==> config.mk <==
export PLATFORM = sky130hd
export DESIGN_NAME = fetch_stage
export DESIGN_NICKNAME = d
export VERILOG_FILES = /design/src/rtl/fetch_stage.sv
export SDC_FILE = /design/constraint.sdc
export NUM_CORES = 1
export LEC_CHECK = 0
export CORE_UTILIZATION = 42
export DETAILED_ROUTE_END_ITERATION = 8
export PLACE_DENSITY = 0.77
export REMOVE_ABC_BUFFERS = 1
export SLEW_MARGIN = 5
export SYNTH_ARGS = -nofsm -noshare
export SYNTH_HDL_FRONTEND = slang
export SYNTH_SLANG_ARGS = --single-unit
==> constraint.sdc <==
create_clock -name clk -period 2.4 [get_ports clk]
set_input_delay 0.48 -clock clk [delete_from_list [all_inputs] [get_ports clk]]
set_output_delay 0.48 -clock clk [all_outputs]
set_load 0.005 [all_outputs]
==> src/rtl/fetch_stage.sv <==
// Instruction-fetch stage with IF/ID pipeline register: owns the PC, drives a
// synchronous-read instruction memory and registers the fetched word for decode.
module fetch_stage #(
  parameter int                    ADDR_WIDTH  = 32,
  parameter int                    INSTR_WIDTH = 32,
  parameter logic [ADDR_WIDTH-1:0] RESET_PC    = '0
) (
  input  logic                   clk,
  input  logic                   rst,
  input  logic                   stall,
  input  logic                   flush_D,
  input  logic                   PCSrc,
  input  logic [ADDR_WIDTH-1:0]  PCTarget,
  output logic [ADDR_WIDTH-1:0]  imem_addr,
  input  logic [INSTR_WIDTH-1:0] imem_rdata,
  output logic [INSTR_WIDTH-1:0] Instr_D,
  output logic [ADDR_WIDTH-1:0]  PC_D,
  output logic [ADDR_WIDTH-1:0]  PCPlus4_D,
  output logic [2:0]             Opcode_D,
  output logic [2:0]             Funct_D,
  output logic                   Vec_D,
  output logic                   valid_D,
  output logic [31:0]            fetch_count
);

  localparam logic [ADDR_WIDTH-1:0] PC_STEP    = ADDR_WIDTH'(4);
  localparam logic [ADDR_WIDTH-1:0] ALIGN_MASK = ~ADDR_WIDTH'(3);

  logic [ADDR_WIDTH-1:0] pc_F;
  logic [ADDR_WIDTH-1:0] pc_plus4_F;
  logic [ADDR_WIDTH-1:0] pc_next;
  logic                  bubble_D;
  logic                  load_D;

  assign pc_plus4_F = pc_F + PC_STEP;

  always_comb begin
    // NOTE: pc_next gets a default before the priority chain, so every path
    // assigns it and no latch is inferred.
    pc_next = pc_plus4_F;
    if (rst)        pc_next = RESET_PC;
    else if (PCSrc) pc_next = PCTarget & ALIGN_MASK;
    else if (stall) pc_next = pc_F;
  end

  // The memory is addressed with next-PC so its registered output lines up
  // with pc_F; a stall simply re-reads the same word.
  assign imem_addr = pc_next;

  // NOTE: registers use non-blocking assignments so every flop samples the
  // pre-edge values regardless of block ordering.
  always_ff @(posedge clk) begin
    pc_F <= pc_next;
  end

  // A redirect squashes the wrong-path fall-through word even when stalled.
  assign bubble_D = rst | PCSrc | flush_D;
  assign load_D   = ~bubble_D & ~stall;

  always_ff @(posedge clk) begin
    if (bubble_D) begin
      Instr_D   <= '0;
      PC_D      <= '0;
      PCPlus4_D <= '0;
      valid_D   <= 1'b0;
    end else if (load_D) begin
      Instr_D   <= imem_rdata;
      PC_D      <= pc_F;
      PCPlus4_D <= pc_plus4_F;
      valid_D   <= 1'b1;
    end
  end

  always_ff @(posedge clk) begin
    if (rst)         fetch_count <= '0;
    else if (load_D) fetch_count <= fetch_count + 32'd1;
  end

  assign Opcode_D = Instr_D[31:29];
  assign Funct_D  = Instr_D[28:26];
  assign Vec_D    = Instr_D[25];

endmodule

==> reports/metrics.yaml <==
synthesis:
  ys.flop_type: "dfxtp_1"
  yosys.area.top_type: "dfxtp_1"
  yosysWarnings: 0
  synth_cell_types: 54
  ys_ff_latch: 159
  synth.cell_area_um2: 7200
  synth.top_cell.area_share_pct: 44.2
  synthTopCellsByArea: "dfxtp_1 44%, mux2i_1 8.2%, nor2_1 4.9%, a21oi_1 3.3%, xnor2_1 2.8%"
  synth_seq_area_share_pct: 44.2
  syn_avg_cell_area_um2: 8.84
  netlist_instances: 815
  synth-edff-count: 0
  synthArstFlopShare_pct: 0
drt:
  top_layer: "met5"
  vias: 8203
  wl_met3_um: 2270
  dr.first_iter.drc_count: 730
  first_pass_iters: 5
  vias_per_cell: 5.76
  routed_wl_um: 28400
  remaining_drc_errors: 0
  met1_length_um: 11000
  ant_nets: 0
  met2_length_um: 13700
  wl_per_cell_um: 19.9
placed_design:
  dpl.cell_count: 1326
  hpwl_um: 17200
  numPortBuffers: 234
  gp_congestion: 0.900
  pre_cts_ws_ns: -0.679
final_layout:
  fin_cells: 1423
  layout_common_cells: "199 x clkdlybuf4s50_1, 158 x buf_4, 138 x dfxtp_1"
  final.fill_count: 1121
  final_util_pct: 73.8
  area_growth_pct: 70.6
  nets: 1261
  final_common_cell: "clkdlybuf4s50_1"
  drive_gt1_share_pct: 30.0
grt:
  antenna_found_initial: 2
  grt-ovfl-total: 0
  grt_use_total_pct: 30.7
  grt_pass1_wl_um: 42600
  grt_max_degree: 49
  grt_pass1_vias: 8091
setup_path:
  startpoint: "pc_F[13]"
  r2r_cells: 7
  r2r-start: "pc_F[12]"
  startpoint_type: "flop"
  rr_endpoint: "PCPlus4_D[21]"
  rrSetupSlack_ns: 0.28
  cp.required_ns: 1.92
  critical_path.endpoint_type: "output port"
  critPathKind: "flop to output port"
  arrival_ns: 2.47
  crit_path_max_fanout: 3
timing:
  finClkSkew_ns: 0.0102
  maxSlewViolCount: 0
  max_freq_mhz: 339
  slew-limit-headroom_pct: 65.1
  tns_ns: -8.26
  timing.final.crit_share_pct: 123
  tightest_slew_ns: 0.524
  fin_hold_ws_ns: 0.456
  fin_crit_ns: 2.95
  rsz0062_at_grt: "yes"
  fin_ws_ns: -0.549
  timing.final.setup_violations: 25
  hold_violations: 0
status:
  failed_checks: "setup timing"
  status: "finished with violations"
power:
  leakage_uw: 0.00482
  ir_drop_v: 0.000542
  p_per_area_nw_per_um2: 545
die:
  start_util_pct: 43.3
  die-area_um2: 17700
  fp-row-count: 47
  die_y_um: 133
  num_io_pins: 237
  coreArea_um2: 16600
  die_width_um: 133
min_path:
  hold_depth: 2
  min-delay-start: "PC_D[15]"
  hp-class: "flop to flop"
  hold_end: "PC_D[15]"
clocking:
  numCtsBuffers: 17
  cts_tree: "done"
  clkLatencyLatePin_ns: 0.44
  htreeDepth: 4
  clkTransAtPathRegs_ns: 0.07
  clockBufferDepth: 2
  clock-sinks: 159
  root_buffer: "clkbuf_16"
job:
  max_cap_violations: 0
[per-layer routing]
metal | global-route usage (%) | up-vias
met4 | 18.1 | 2
met2 | 51.0 | 420
met5 | 0 | -
met1 | 35.6 | 3929
li1 | - | 3726
met3 | 8.01 | 126
[critical path: stages, from the launching register on]
cell and delay, ns:
dfxtp_2 0.36, buf_6 0.11, nand4_1 0.12, buf_6 0.16
buf_6 0.12, buf_6 0.12, buf_6 0.11, o41a_1 0.36
o311a_1 0.42, buf_2 0.15
[layout make-up]
cell class              instances  area, um^2  area share (%)
multi-input cells             559        4110            33.5
clock inverters                13         213            1.73
diodes                          1        2.50          0.0204
repair buffers                434        3970            32.3
clock buffers                  18         429            3.49
inverters                      19        71.3           0.581
well taps                     220         275            2.24
flip-flops and latches        159        3220            26.2
[kinds of logic after synthesis]
| family | Yosys count | share of synthesized area, % |
|---|---|---|
| adders and majority gates | 2 | 0.347 |
| buffers and inverters | 97 | 5.82 |
| and+or+nand+nor | 299 | 22.2 |
| xor gates and xnor gates | 34 | 4.14 |
| DFF | 159 | 44.2 |
| AOI/OAI and AO/OA | 164 | 14.9 |
| muxes | 60 | 8.36 |
[through the flow]
step / area [um^2] / total power [uW]
after global routing: 12300 / 6880
after global placement: 10500 / 3560
final: 12300 / 6690
after floorplan: 6850 / 3040
after CTS: 12000 / 6620
after detailed placement: 10500 / 3560
[state kept, by name, summed over array words and instances, names as in the netlist]
| register | flops |
|---|---|
| fetch_count | 32 |
| pc_F | 32 |
| valid_D | 1 |
| PC_D | 32 |
| Instr_D | 32 |
| PCPlus4_D | 30 |
[cell usage after synthesis (5+ instances only)]
| cell | number |
|---|---|
| a2111oi_0 | 6 |
| a211oi_1 | 22 |
| a21oi_1 | 47 |
| a311oi_1 | 5 |
| a31oi_1 | 5 |
| and3_1 | 5 |
| and4_1 | 17 |
| buf_1 | 8 |
| buf_2 | 10 |
| buf_4 | 11 |
| clkbuf_1 | 48 |
| dfxtp_1 | 159 |
| inv_1 | 19 |
| mux2i_1 | 59 |
| nand2_1 | 42 |
| nand2b_1 | 5 |
| nand3_1 | 14 |
| nand4_1 | 32 |
| nor2_1 | 94 |
| nor2b_1 | 5 |
| nor3_1 | 21 |
| nor4_1 | 16 |
| o21ai_0 | 36 |
| o311ai_0 | 5 |
| o31ai_1 | 17 |
| o41ai_1 | 6 |
| or3_1 | 9 |
| or4_1 | 19 |
| xnor2_1 | 23 |
| xor2_1 | 11 |
[power breakdown]
group	switching (uW)	internal, uW
sequential	58.7	2710
clock	1190	1850
combinational	418	466
[how the worst max path moves through the flow]
stage          cells after the start         endpoint  slack, ns
5_1_grt                           11    imem_addr[21]      -0.60
3_3_place_gp                       7    imem_addr[15]      -0.62
2_1_floorplan                      4  fetch_count[31]      -1.33
3_5_place_dp                       8    imem_addr[24]      -0.68
6_report                           9    imem_addr[21]      -0.55
4_1_cts                            6    imem_addr[21]      -0.45
[what timing repair did]
item,4_1_cts,5_1_grt
setup buffers,56,15
hold buffers,0,0
setup endpoints to repair,32,29
endpoints found under the hold margin,0,0
gates resized for setup,258,32
pin swaps,65,34
Power figures use the tool's default switching activity.
==> RTL edit 1 (same settings) <==
Add an input register stage for `PCTarget`, cleared by the reset; this delays it by one clock. The other inputs are not delayed to match.
--- a/src/rtl/fetch_stage.sv
+++ b/src/rtl/fetch_stage.sv
@@ -27,4 +27,14 @@
   localparam logic [ADDR_WIDTH-1:0] ALIGN_MASK = ~ADDR_WIDTH'(3);
 
+  logic [ADDR_WIDTH-1:0] PCTarget_q;
+
+  always_ff @(posedge clk) begin
+    if (rst) begin
+      PCTarget_q <= '0;
+    end else begin
+      PCTarget_q <= PCTarget;
+    end
+  end
+
   logic [ADDR_WIDTH-1:0] pc_F;
   logic [ADDR_WIDTH-1:0] pc_plus4_F;
@@ -40,5 +50,5 @@
     pc_next = pc_plus4_F;
     if (rst)        pc_next = RESET_PC;
-    else if (PCSrc) pc_next = PCTarget & ALIGN_MASK;
+    else if (PCSrc) pc_next = PCTarget_q & ALIGN_MASK;
     else if (stall) pc_next = pc_F;
   end
Formal check against the unedited RTL: not equivalent (a bounded check fails within 4 cycles, from zero or initial values and one cycle with rst high).
==> RTL edit 1 against the unedited design <==
  * The run still ends with negative setup slack left
  * Clock power decreased by 8.6%
  * Maximum frequency decreased by 0.39%
  * Via count increased by 3.0%
  * Routed wire length about the same
  * Total power increased by 4.0%
  * Cell area increased by 6.2%
  * Global-route usage decreased by 4.4 points
  * Sequential cell count increased by 30
  * Die area increased by 11%
  * Area after synthesis increased by 11%
  * Worst setup slack got worse by 11 ps
  * Critical endpoint is now imem_addr[28]
  * Largest power group is now registers
==> RTL edit 1: results (changes against the unedited design) <==
Min path
  – Hold path startpoint: rst (was PC_D[15]$_SDFFE_PP0P_)
  – Hold Crit Class: primary input to register (was register to register)

STA
  – Setup violations, final: 27 (was 25)
  – Post-Route Setup TNS: -9140 ps (was -8260 ps)
  – Worst Skew: 8.73 ps (was 10.2 ps)
  – Final setup margin: -560 ps (was -549 ps)

Place
  – Placer's final routability congestion estimate: 0.863 (was 0.900)
  – Detail Placement HPWL: 17500 µm (was 17200 µm)

Global route
  – Initial antenna violation count: 0 (was 2)
  – Largest net degree at the start of global routing: 53 (was 49)
  – Number of global-route vias before repair: 7734 (was 8091)

Status
  – Status: finished with violations (unchanged)
  – Failing checks: negative setup slack (unchanged)

Final layout
  – Ant diodes: 0 (was 1)

Synthesis
  – Sequential area share after synthesis: 0.473 (was 0.442)
  – Post-Synth Adder-Cell Area: 0.00313 (was 0.00348)
  – Synth area leaders: dfxtp_1 47%, mux2i_1 7.5%, nor2_1 4.9%, or4_1 3.1%, o31ai_1 3.0% (was dfxtp_1 44%, mux2i_1 8.2%, nor2_1 4.9%, a21oi_1 3.3%, xnor2_1 2.8%)
  – Synth Area in XOR/XNOR: 0.0361 (was 0.0414)
  – Synth cell count leaders: 189 x dfxtp_1, 105 x nor2_1, 60 x mux2i_1 (was 159 x dfxtp_1, 94 x nor2_1, 59 x mux2i_1)

Power
  – Comb power: 889 µW (was 884 µW)
  – Max power group: registers (was clock)
  – Total power: 6960 µW (was 6690 µW)

Drt
  – Initial detailed-routing violation count: 606 (was 730)
  – Met3 routed WL: 2630 µm (was 2270 µm)
  – Vias: 8453 (was 8203)

Worst setup path
  – Worst path max stage delay: 450 ps (was 420 ps)
  – Register-to-Register Path Depth: 10 (was 7)
  – Crit Path Max Fanout: 5 (was 3)
  – Flop2flop setup slack: 20 ps (was 280 ps)
==> RTL edit 1: changes by cell type in the layout (fill, tap and decap cells not counted), sizes merged, moves of 8 or more <==
cell   change
dfxtp     +30
nor2b     +30
buf       -16
o31ai     +15
or4       +14
nor2      +11
nand4      -8
==> RTL edit 1: worst max-delay path by stage <==
stage / from / end / slack [ps] / cells after the start
floorplan: PCSrc / fetch_count[22]$_SDFFE_PP0P_ / -900 / 4
global placement: stall / imem_addr[24] / -800 / 6
detailed placement: stall / imem_addr[22] / -830 / 6
CTS: pc_F[3]$_DFF_P_ / imem_addr[22] / -510 / 6
global route: pc_F[3]$_DFF_P_ / imem_addr[10] / -620 / 8
finish: pc_F[12]$_DFF_P_ / imem_addr[28] / -560 / 9
==> RTL edit 1: cell type report <==
type                    count  share of cell area
clock buffers              18              0.0337
clock inverters            14              0.0101
inverters                  13             0.00374
multi-input cells         591               0.340
flip-flops and latches    189               0.293
well taps                 234              0.0225
repair buffers            422               0.297
==> RTL edit 1: routing by layer <==
metal / global-route usage / up-vias
li1: - / 3869
met4: 0.116 / 0
met5: 0 / -
met2: 0.443 / 440
met3: 0.0769 / 91
met1: 0.312 / 4053
==> RTL edit 1: repair_timing <==
action | in CTS | in global routing
gates cloned | 0 | 0
endpoints found under the setup margin | 32 | 31
pin swaps | 43 | 42
endpoints found under the hold margin | 0 | 0
buffers inserted | 28 | 28
resized for setup | 219 | 76
==> RTL edit 1: worst register-to-register path: stages (launching register included) <==
cell      delay (ps)
dfxtp_2          360
buf_6            110
nand4_4          110
or3_4            450
or4_4            510
a311oi_4         250
buf_4            170
buf_4             90
buf_4             90
buf_4            100
buf_4             90
==> RTL edit 2 (same flow settings) <==
Without the edit above. The parameter `ADDR_WIDTH` goes from 32 to 16.
--- a/src/rtl/fetch_stage.sv
+++ b/src/rtl/fetch_stage.sv
@@ -2,5 +2,5 @@
 // synchronous-read instruction memory and registers the fetched word for decode.
 module fetch_stage #(
-  parameter int                    ADDR_WIDTH  = 32,
+  parameter int                    ADDR_WIDTH  = 16,
   parameter int                    INSTR_WIDTH = 32,
   parameter logic [ADDR_WIDTH-1:0] RESET_PC    = '0
Ports: changed (resized PCPlus4_D, PCTarget, PC_D and imem_addr); port bits go from 237 to 173. The function was not compared with the original's and may differ.
==> RTL edit 2 against the unedited design <==
  * The run still ends with negative setup slack left
  * Total power down 43%
  * Area after synthesis decreased by 32%
  * Routed wire length is 49% lower
  * Die area is 32% lower
  * Final cell count is 38% lower
  * Clock power decreased by 52%
  * Cell area is 39% lower
  * Sequential cell count down 48
  * Worst setup slack better by 470 ps
  * Critical path type unchanged
  * Critical endpoint is now imem_addr[15]
==> RTL edit 2: results (changes against the unedited design) <==
Drt
  – DRT Pass-1 Iters: 4 (was 5)
  – Final wirelength: 14400 µm (was 28400 µm)
  – Top layer in use: met4 (was met5)
  – Routed length per instance: 16.4 µm (was 19.9 µm)
  – Initial detailed-routing violation count: 234 (was 730)
  – Wire length on met2: 7200 µm (was 13700 µm)

Global route
  – GRT met2 Usage: 0.404 (was 0.510)
  – M1 GR Usage: 0.262 (was 0.356)
  – GR Util All Layers: 0.237 (was 0.307)
  – Initial antenna violation count: 0 (was 2)
  – Largest net degree at the start of global routing: 42 (was 49)

Synthesis
  – Synth cell count leaders: 111 x dfxtp_1, 81 x nor2_1, 51 x mux2i_1 (was 159 x dfxtp_1, 94 x nor2_1, 59 x mux2i_1)
  – Complex-gate fraction of the synthesized area: 0.0878 (was 0.149)
  – Cell count after synthesis: 530 (was 815)
  – Distinct cells, synth: 44 (was 54)

Status
  – Status: finished with violations (unchanged)
  – Failing checks: negative setup slack (unchanged)

Worst setup path
  – Reg2reg end: fetch_count[31]$_SDFFE_PP0P_ (was PCPlus4_D[21]$_SDFFE_PP0P_)
  – RR Startpoint: fetch_count[6]$_SDFFE_PP0P_ (was pc_F[12]$_DFF_P_)
  – Register-to-Register Path Depth: 4 (was 7)
  – Flop2flop setup slack: 240 ps (was 280 ps)

Place
  – Placer's final routability congestion estimate: 0.876 (was 0.900)
  – Detail Placement HPWL: 9890 µm (was 17200 µm)
  – IO buf count: 170 (was 234)
  – Dpl cells: 851 (was 1326)

Final layout
  – Share of cells above drive strength 1: 0.191 (was 0.300)
  – Ant diodes: 0 (was 1)

STA
  – Max-slew headroom: 0.526 (was 0.651)
  – Final setup margin: -83.6 ps (was -549 ps)
  – Setup violations, final: 3 (was 25)
  – Worst Skew: 7.58 ps (was 10.2 ps)
  – Worst hold slack: 457 ps (was 456 ps)

CTS
  – Clock latency on the worst-skew pair: 350 ps (was 440 ps)
  – CTS Buf Count: 9 (was 17)

Power
  – Leak: 0.00288 µW (was 0.00482 µW)
[RTL edit 2: cell types whose count changed after synthesis, sizes merged, moves of 9 or more]
cell    change
nor3       -11
clkbuf     -40
nand4      -20
and4        -9
buf         +9
nand2      -17
a211oi     -13
or4        -11
a21oi      -19
nor2       -13
dfxtp      -48
o21ai      -20
o31ai       -9
inv        -13
[RTL edit 2: cell families (layout without fill, tap and decap cells)]
logic type / count (synthesis) / after routing
AND/OR/NAND/NOR: 210 / 210
flip-flops: 111 / 111
AO/OA/AOI/OAI: 69 / 69
multiplexers: 56 / 56
buffers and inverters: 54 / 257
XOR/XNOR: 28 / 28
adder cells (fa/ha/maj): 2 / 2
[RTL edit 2: report_power, final]
part / internal (µW) / leakage, µW / switching [µW]
Combinational: 260 / 0.00184 / 208
Clock: 793 / 0.000137 / 661
Sequential: 1880 / 0.000904 / 32.8
[RTL edit 2: cell type report]
cell class,instances,area [µm²]
Clock buffer,9,225
Clock inverter,4,48.8
Fill cell,889,3850
Inverter,7,26.3
Multi-Input combinational cell,365,2620
Sequential cell,111,2240
Tap cell,143,179
Timing Repair Buffer,237,2180
[RTL edit 2: what timing repair did]
| action | in CTS | in global routing |
|---|---|---|
| pin swaps | 10 | 13 |
| setup endpoints to repair | 16 | 14 |
| setup buffers | 9 | 3 |
| gates resized for setup | 85 | 21 |
[RTL edit 2: through the flow]
step	setup TNS (ps)	cell area (µm²)	setup slack, ps	total power (µW)
final	-147	7520	-83.6	3830
after floorplan	0	4640	309	2080
after global placement	-6080	6950	-351	2370
after global routing	-546	7520	-169	3980
after CTS	-166	7420	-118	3840
after detailed placement	-6990	6950	-368	2380
[RTL edit 2: worst max-delay path: stages, from the launching register on]
cell,delay [ps]
dfxtp_4,380
nand4_4,140
nor4_4,300
buf_4,160
a311oi_2,90
a2111oi_2,380
buf_2,190
